===== src/rtl/drum_accum.sv =====
`default_nettype none
// ============================================================================
// Module   : drum_accum
// Purpose  : Streaming signed saturating accumulator placed after the drum
//            approximate multiplier. It sums a programmable number of products
//            per frame and presents the saturated frame total on a
//            valid/ready output port.
// Ports    : clk, rst         - clock, synchronous active-high reset
//            len              - products per frame (0 means 2^CNT_W), sampled
//                               on the first beat of each frame
//            in_valid/in_ready/in_prod    - product input handshake
//            out_valid/out_ready/out_acc/out_sat - frame result handshake
// Revision : 1.0 - initial release
// ============================================================================
module drum_accum #(
  parameter int P_W   = 16,
  parameter int ACC_W = 24,
  parameter int CNT_W = 8
) (
  input  logic                    clk,
  input  logic                    rst,
  input  logic [CNT_W-1:0]        len,
  input  logic                    in_valid,
  output logic                    in_ready,
  input  logic [P_W-1:0]          in_prod,
  output logic                    out_valid,
  input  logic                    out_ready,
  output logic signed [ACC_W-1:0] out_acc,
  output logic                    out_sat
);

  localparam logic [ACC_W-1:0] C_ACC_MAX = {1'b0, {(ACC_W-1){1'b1}}};
  localparam logic [ACC_W-1:0] C_ACC_MIN = {1'b1, {(ACC_W-1){1'b0}}};

  logic signed [ACC_W-1:0] r_acc;
  logic [CNT_W:0]          r_cnt;
  logic [CNT_W:0]          r_flen;
  logic                    r_sat;

  logic                    w_accept;
  logic                    w_first;
  logic [CNT_W:0]          w_len_ext;
  logic [CNT_W:0]          w_eff_len;
  logic [CNT_W:0]          w_cnt_inc;
  logic                    w_last;
  logic [ACC_W-1:0]        w_base;
  logic [ACC_W:0]          w_sum;
  logic                    w_pos_ovf;
  logic                    w_neg_ovf;
  logic [ACC_W-1:0]        w_clamped;
  logic                    w_sat_new;

  // A pending result only blocks input while the consumer is stalling it.
  assign in_ready  = !out_valid || out_ready;
  assign w_accept  = in_valid && in_ready;

  assign w_first   = (r_cnt == '0);
  assign w_len_ext = (len == '0) ? {1'b1, {CNT_W{1'b0}}} : {1'b0, len};
  // On the first beat the frame length is the one being latched right now.
  assign w_eff_len = w_first ? w_len_ext : r_flen;
  assign w_cnt_inc = r_cnt + 1'b1;
  assign w_last    = (w_cnt_inc == w_eff_len);

  // A new frame ignores whatever stale total is left in r_acc.
  assign w_base    = w_first ? '0 : r_acc;
  assign w_sum     = {w_base[ACC_W-1], w_base}
                   + {{(ACC_W+1-P_W){in_prod[P_W-1]}}, in_prod};

  // Sum of two ACC_W-range values always fits in ACC_W+1 bits, so overflow
  // shows up as disagreement between the top two bits.
  assign w_pos_ovf = !w_sum[ACC_W] &&  w_sum[ACC_W-1];
  assign w_neg_ovf =  w_sum[ACC_W] && !w_sum[ACC_W-1];

  always_comb begin
    w_clamped = w_sum[ACC_W-1:0];
    if (w_pos_ovf) begin
      w_clamped = C_ACC_MAX;
    end else if (w_neg_ovf) begin
      w_clamped = C_ACC_MIN;
    end
  end

  assign w_sat_new = (w_first ? 1'b0 : r_sat) | w_pos_ovf | w_neg_ovf;

  always_ff @(posedge clk) begin
    if (rst) begin
      r_acc     <= '0;
      r_cnt     <= '0;
      r_flen    <= '0;
      r_sat     <= 1'b0;
      out_valid <= 1'b0;
      out_acc   <= '0;
      out_sat   <= 1'b0;
    end else begin
      if (out_valid && out_ready) begin
        out_valid <= 1'b0;
      end
      if (w_accept) begin
        if (w_first) begin
          r_flen <= w_len_ext;
        end
        if (w_last) begin
          // Overrides the drain above so back-to-back results have no bubble.
          out_acc   <= w_clamped;
          out_sat   <= w_sat_new;
          out_valid <= 1'b1;
          r_cnt     <= '0;
        end else begin
          r_acc <= w_clamped;
          r_sat <= w_sat_new;
          r_cnt <= w_cnt_inc;
        end
      end
    end
  end

endmodule
`default_nettype wire


===== config.mk =====
export PLATFORM = sky130hd
export DESIGN_NAME = drum_accum
export DESIGN_NICKNAME = d
export VERILOG_FILES = /design/src/rtl/drum_accum.sv
export SDC_FILE = /design/constraint.sdc
export NUM_CORES = 1
export LEC_CHECK = 0
export CORE_ASPECT_RATIO = 0.75
export CORE_UTILIZATION = 55
export CTS_CLUSTER_DIAMETER = 120
export DETAILED_ROUTE_END_ITERATION = 8
export PLACE_DENSITY = 0.85
export SYNTH_ARGS = -nofsm -noshare
export SYNTH_HDL_FRONTEND = slang
export SYNTH_SLANG_ARGS = --single-unit

===== constraint.sdc =====
create_clock -name clk -period 8.2 [get_ports clk]
set_input_delay 2.46 -clock clk [delete_from_list [all_inputs] [get_ports clk]]
set_output_delay 2.46 -clock clk [all_outputs]
set_load 0.01 [all_outputs]

==> results of run 1 <==
power groups by stage:
| stage | Clock, mW | Sequential (mW) | Combinational [mW] |
|---|---|---|---|
| 3_3_place_gp | 0 | 0.373 | 0.247 |
| 2_1_floorplan | 0 | 0.373 | 0.191 |
| 3_5_place_dp | 0 | 0.374 | 0.253 |
| 5_1_grt | 0.408 | 0.370 | 0.284 |
| 6_report | 0.391 | 0.368 | 0.260 |
| 4_1_cts | 0.395 | 0.368 | 0.257 |
state kept, by name, summed over array words and instances (netlist names):
signal,flops
r_sat,1
out_sat,1
r_cnt,9
out_acc,24
r_acc,24
out_valid,1
r_flen,9
how the worst min path moves through the flow:
stage,slack (ns),startpoint,to
floorplan,0.43,r_flen[0]$_SDFFE_PP0P_,r_flen[0]$_SDFFE_PP0P_
global placement,0.44,r_flen[7]$_SDFFE_PP0P_,r_flen[7]$_SDFFE_PP0P_
detailed placement,0.44,r_flen[7]$_SDFFE_PP0P_,r_flen[7]$_SDFFE_PP0P_
CTS,0.45,r_flen[7]$_SDFFE_PP0P_,r_flen[7]$_SDFFE_PP0P_
global route,0.47,r_flen[2]$_SDFFE_PP0P_,r_flen[2]$_SDFFE_PP0P_
finish,0.45,r_flen[7]$_SDFFE_PP0P_,r_flen[7]$_SDFFE_PP0P_
layer usage:
layer / part of all wire / vias to the layer above / GRT usage
li1: - / 2233 / -
met1: 0.45 / 2222 / 0.4097
met2: 0.45 / 196 / 0.4551
met3: 0.077 / 22 / 0.07692
met4: 0.017 / 0 / 0.09450
met5: 0 / - / 0
worst max-delay path, stage by stage:
cell and delay, ns:
clkdlybuf4s50_1 0.44, nand2b_1 0.17, clkdlybuf4s50_1 0.56
cell usage after synthesis (14+ instances only):
master,number
a21oi_1,37
clkbuf_1,19
nand3_1,17
and2_1,28
dfxtp_1,69
o21ai_0,28
a211oi_2,40
a211oi_1,15
ha_1,26
xnor2_1,14
nor2_1,80
nand2_1,56
area by class of cell:
| class | instances | area, um^2 |
|---|---|---|
| inverter | 10 | 37.54 |
| fill | 707 | 2844 |
| sequential | 69 | 1381 |
| multi-input combinational | 478 | 3211 |
| clock buffer | 12 | 246.5 |
| timing repair buffer | 61 | 588.1 |
| clock inverter | 4 | 47.55 |
| tap | 108 | 135.1 |
cell families (layout without fill, tap and decap cells):
logic type / after synthesis / in the layout / share of synthesized area
compound gates: 186 / 186 / 0.3007
xor+xnor: 19 / 19 / 0.03447
fa+ha+maj: 27 / 27 / 0.07154
buf+inv: 46 / 87 / 0.04925
flops: 69 / 69 / 0.2862
mux: 1 / 1 / 0.002074
simple gates: 245 / 245 / 0.2558
layout by cell type (no fill, tap or decap), types with 3 or more instances in the layout:
master	count
nand4b_1	3
nor3_1	11
and2_1	28
a21boi_0	5
a211oi_1	15
a31oi_1	4
a22oi_1	6
nor2b_1	3
a21o_1	13
ha_1	26
a211o_1	4
clkbuf_16	9
o22ai_1	3
o211ai_1	7
and3_1	11
a21oi_1	37
a211oi_2	40
nand3_1	17
inv_1	10
nand2b_1	9
nand2_1	56
o21bai_1	4
clkdlybuf4s50_1	53
o21ai_0	28
xnor2_1	14
nand3b_1	3
o21a_1	5
dfxtp_1	69
xor2_1	5
buf_4	7
nor2_1	79
nand4_1	6
stage by stage:
stage / setup WS, ns / area (um^2)
6_report: 2.106 / 5647
5_1_grt: 1.945 / 5647
4_1_cts: 2.117 / 5647
3_5_place_dp: 2.073 / 5353
3_3_place_gp: 2.147 / 5353
2_1_floorplan: 3.089 / 4827
==> out/qor.csv, run 1 <==
metric;value;unit
drt initial violations;312;
Max IR drop VDD;141.1;uV
Pint;0.7026;mW
Core Area;8491;um^2
fin nets;684;
Critical Path End;in_ready;
hold buffer count at cts;0;
Mapped Avg Cell Area;8.140;um^2
Synth area leader;dfxtp_1;
crit path launch type;input port;
Worst Max-Slew Pin Slew;0.9907;ns
setup TNS;0;ns
Placer Congestion;0.9060;
Clock power frac;0.384;
cell count after synthesis;593;
Crit Path Category;in2out;
largest net degree at the start of global routing;71;
Final Hold Vio Count;0;
cell count of the worst reg-to-reg path;16;
wirelength, routed;13.10;mm
fin cells;742;
CP startpoint;out_ready;
Tot GR Track Use;0.2984;
Comb power frac;0.255;
min Tclk post-route;6.094;ns
Synth top area share;0.2862;
placed instance count;726;
H-tree depth;3;
IO Pins;55;
CP arrival;3.63;ns
Switching Power;0.3170;mW
worst r2r src;r_cnt[0]$_SDFFE_PP0P_;
P&R area growth vs syn;16.98;%
Buffers on Ports;54;
first-pass GRT wire length;21.27;mm
Worst R2R Setup Slack;2.80;ns
Num CTS Buffers;9;
DRC viols;0;
CP Capture Type;output port;
CTS tree;done;
total global routing overflow;0;
Post-CTS Setup Inserts;0;
Max-Cap Viols;0;
Root Driver;clkbuf_16;
DR WL/cell;17.65;um
Initial Utilization;0.5685;
status;finished, final reports clean;
CTS Sinks;69;
Worst Skew;0.008274;ns
power after layout;1.020;mW
asr flop ratio synth;0;
Critical Path RT;5.74;ns
CTS resizes;0;
syn_nets;648;
die area;9159;um^2
Die Ht;83.13;um
Sw Ratio;0.3109;
Core Util, Final;0.6650;
Leak;2.184;nW
number of synthesized flops with an enable pin;0;
hold depth;2;
# setup viols final;0;
fraction of the yosys area taken by sequential cells;0.2862;
max-slew violation count;0;
# diodes;0;
first drt pass iteration count;6;
top post-synthesis cells by area;dfxtp_1, a211oi_2, ha_1;
WHS;0.4504;ns
#FFs+latches synth;69;
count of cell types in the netlist;60;
share of layout cells above drive strength 1;0.1183;
CTS Buffer Depth;2;
RSZ-0062 raised after global routing;false;
DRT antenna net count;0;
Synth Warn #;0;
Power Dens Cells;180.6;nW/um^2
RR Endpoint;r_acc[12]$_SDFFE_PP0P_;
initial antenna violation count;0;
routed via count;4673;
CP Max Fanout;4;
HP Class;reg2reg;
ys flop type;dfxtp_1;
row cnt;29;
Reg power frac;0.361;
vias in the first global route;4411;
crit share post-route;0.7431;
Reg clk slew, reported paths;0.06;ns
Via density;6.298;
Slew HR;0.3396;
Chip Width;110.2;um
Fmax achieved;164.1;MHz
DP Wirelength;9.120;mm
clk_lat worst skew;0.34;ns
Post-Syn Area;4827;um^2
No activity file was read; power rests on OpenSTA's default activity.
==> run 2: changes to the inputs <==
--- a/config.mk
+++ b/config.mk
@@ -6,7 +6,7 @@
 export NUM_CORES = 1
 export LEC_CHECK = 0
 export CORE_ASPECT_RATIO = 0.75
-export CORE_UTILIZATION = 55
+export CORE_UTILIZATION = 52
 export CTS_CLUSTER_DIAMETER = 120
 export DETAILED_ROUTE_END_ITERATION = 8
 export PLACE_DENSITY = 0.85
==> constraint.sdc (replaced) <==
create_clock -name clk -period 5.2 [get_ports clk]
set_input_delay 1.56 -clock clk [delete_from_list [all_inputs] [get_ports clk]]
set_output_delay 1.56 -clock clk [all_outputs]
set_load 0.01 [all_outputs]
==> run 2 against run 1 <==
Compared with the run above:
- final cell count is 3.5% higher
- combinational power is 58% higher
- die area is 5.7% higher
- sequential power is 58% higher
- first-iteration DRC count is 37% higher
- design area is 1.8% higher
- non-clock buffer count is 6 higher
- critical path depth is 12 higher
- via count is 0.36% higher
- highest routed layer unchanged
- clock skew hardly changed
- sequential share of layout area is 0.44 points lower
- clock power is 73% higher
==> out/qor.csv, run 2 (synthesis gave the netlist of run 1 again) <==
metric;value;unit;change
Comb power frac;0.247;;-0.008
Fmax achieved;211.1;MHz;
first-pass GRT wire length;21.32;mm;+0.23%
# setup viols final;0;;unchanged
Root Driver;clkbuf_16;;
P&R area growth vs syn;19.10;%;
largest net degree at the start of global routing;50;;-30%
slowest stage delay, CP;0.59;ns;+0.03 ns
critical-path cell list;inv_1, ha_1, nor4b_2, buf_4, nand2_1, and2_1, ha_1, a2111oi_0, o21ai_0, and3_1, o2111ai_1, and2_1, o22ai_1, and2b_4, a211oi_2;;
Buffers on Ports;54;;unchanged
Post-CTS Setup Inserts;0;;unchanged
Worst R2R Setup Slack;0.46;ns;-2.34 ns
crit share post-route;0.9112;;
status;finished, final reports clean;;
DP Wirelength;8.922;mm;-2.2%
Initial Utilization;0.5336;;-0.03491
Reg power frac;0.348;;-0.013
first drt pass iteration count;5;;-1
CP arrival;4.91;ns;+1.28 ns
Sw Ratio;0.2965;;-0.01436
max-slew violation count;0;;unchanged
CTS Sinks;69;;unchanged
Hold Crit Start;r_flen[6]$_SDFFE_PP0P_;;
initial antenna violation count;0;;unchanged
# diodes;0;;unchanged
Core Area;9046;um^2;+6.5%
hold buffer count at cts;0;;unchanged
hold depth;2;;unchanged
IO Pins;55;;unchanged
area of the multi-input gates;3211;um^2;unchanged
CP Capture Type;flip-flop;;
row cnt;30;;+3.4%
Switching Power;0.4945;mW;+56%
die area;9677;um^2;+5.7%
Power Dens Cells;290.0;nW/um^2;+61%
fin nets;690;;+0.88%
Reg clk slew, reported paths;0.06;ns;about the same
Tot GR Track Use;0.2791;;-0.01933
Via density;6.107;;-3.0%
total global routing overflow;0;;unchanged
CP delay by family, top;simple AND/OR/NAND/NOR gates;;
Clock power frac;0.405;;+0.021
routed via count;4690;;+0.36%
power after layout;1.668;mW;+64%
Placer Congestion;0.9654;;+6.6%
CTS resizes;0;;unchanged
wirelength, routed;12.69;mm;-3.1%
DP Area;5423;um^2;+1.3%
setup TNS;0;ns;unchanged
RR Endpoint;out_acc[22]$_SDFFE_PP0P_;;
H-tree depth;3;;unchanged
most frequent cells in the layout;nor2_1, dfxtp_1, nand2_1, clkdlybuf4s50_1, a211oi_2;;
vias in the first global route;4454;;+0.97%
leading cell type in the layout, fill and taps excluded;nor2_1;;
Worst Max-Slew Pin Slew;1.194;ns;+0.2034 ns
Sequential Area;1381;um^2;unchanged
Worst Skew;0.008020;ns;-0.0002546 ns
Leak;2.235;nW;+2.3%
CP bufs+invs;2;;unchanged
Max-Cap Viols;0;;unchanged
Slew HR;0.2039;;-0.1356
Num CTS Buffers;9;;unchanged
Chip Width;113.3;um;+2.8%
DRC viols;0;;unchanged
cell count of the worst reg-to-reg path;15;;-1
RSZ-0062 raised after global routing;false;;
leading registers by flop count;out_acc (24), r_acc (24);;
worst r2r src;r_cnt[0]$_SDFFE_PP0P_;;
Critical Path RT;5.37;ns;-0.37 ns
DRT antenna net count;0;;unchanged
placed instance count;752;;+3.6%
Die Ht;85.44;um;+2.8%
crit path launch type;flip-flop;;
clk_lat worst skew;0.34;ns;about the same
HP Class;reg2reg;;
Final Hold Vio Count;0;;unchanged
Crit Path Category;reg2reg;;
min Tclk post-route;4.738;ns;
Pint;1.173;mW;+67%
CTS tree;done;;
drt initial violations;426;;+37%
fin cells;768;;+3.5%
share of layout cells above drive strength 1;0.1281;;+0.009828
CP Max Fanout;23;;+19
Max IR drop VDD;183.2;uV;+30%
CP max stage cell;and2b_4;;
hold endpoint;r_flen[6]$_SDFFE_PP0P_;;
DR WL/cell;16.53;um;-6.4%
fill count;758;;+7.2%
fin area;5749;um^2;+1.8%
CTS Buffer Depth;2;;unchanged
[run 2: changes by cell type in the layout (fill, tap and decap cells not counted)]
cell / delta
clkbuf_1: -1
bufinv_16: +1
clkinvlp_4: -1
buf_4: +6
clkbuf_8: +1
[run 2: worst reg2reg max path: cells and delay by family, from the launching register on]
family | cells | cell delay (ns)
flops | 1 | 0.37
simple gates | 6 | 1.99
compound gates | 5 | 1.27
buf+inv | 2 | 0.37
fa+ha+maj | 2 | 0.56
[run 2: worst max-delay path by stage]
stage | start | endpoint | slack [ns] | cells after the start
after floorplan | in_prod[0] | r_acc[2]$_SDFFE_PP0P_ | 1.19 | 12
after global placement | in_prod[6] | out_acc[22]$_SDFFE_PP0P_ | 0.50 | 10
after detailed placement | in_prod[6] | out_acc[18]$_SDFFE_PP0P_ | 0.35 | 10
after CTS | r_cnt[0]$_SDFFE_PP0P_ | out_acc[21]$_SDFFE_PP0P_ | 0.56 | 15
after global routing | r_cnt[0]$_SDFFE_PP0P_ | out_acc[17]$_SDFFE_PP0P_ | 0.19 | 15
final | r_cnt[0]$_SDFFE_PP0P_ | out_acc[22]$_SDFFE_PP0P_ | 0.46 | 15
[run 2: power groups by stage]
stage               clock network, mW  logic, mW  registers (mW)
floorplan                           0      0.301           0.587
global placement                    0      0.391           0.589
detailed placement                  0      0.402           0.591
CTS                             0.684      0.407           0.580
global route                    0.707      0.454           0.583
finish                          0.676      0.412           0.580
[run 2: layout make-up]
type | instances | share of cell area
inverter | 10 | 0.006529
clock buffer | 12 | 0.04461
clock inverter | 4 | 0.01219
tap | 128 | 0.02786
timing repair buffer | 67 | 0.1101
sequential | 69 | 0.2403
multi-input combinational | 478 | 0.5584
[run 2: metal layers]
metal  track usage  up-vias  share of wire
met4        0.1029        0          0.020
met3       0.06571       28          0.075
met5             0        -              0
met1        0.3658     2219           0.46
li1              -     2245              -
met2        0.4479      198           0.44
[run 2: stage by stage]
stage	utilization	setup WS, ns	hold WS [ns]
5_1_grt	0.6355	0.1889	0.4796
4_1_cts	0.6355	0.5609	0.4579
6_report	0.6355	0.4619	0.4539
3_3_place_gp	0.5994	0.5048	0.4411
2_1_floorplan	-	1.190	0.4325
3_5_place_dp	0.5994	0.3512	0.4472
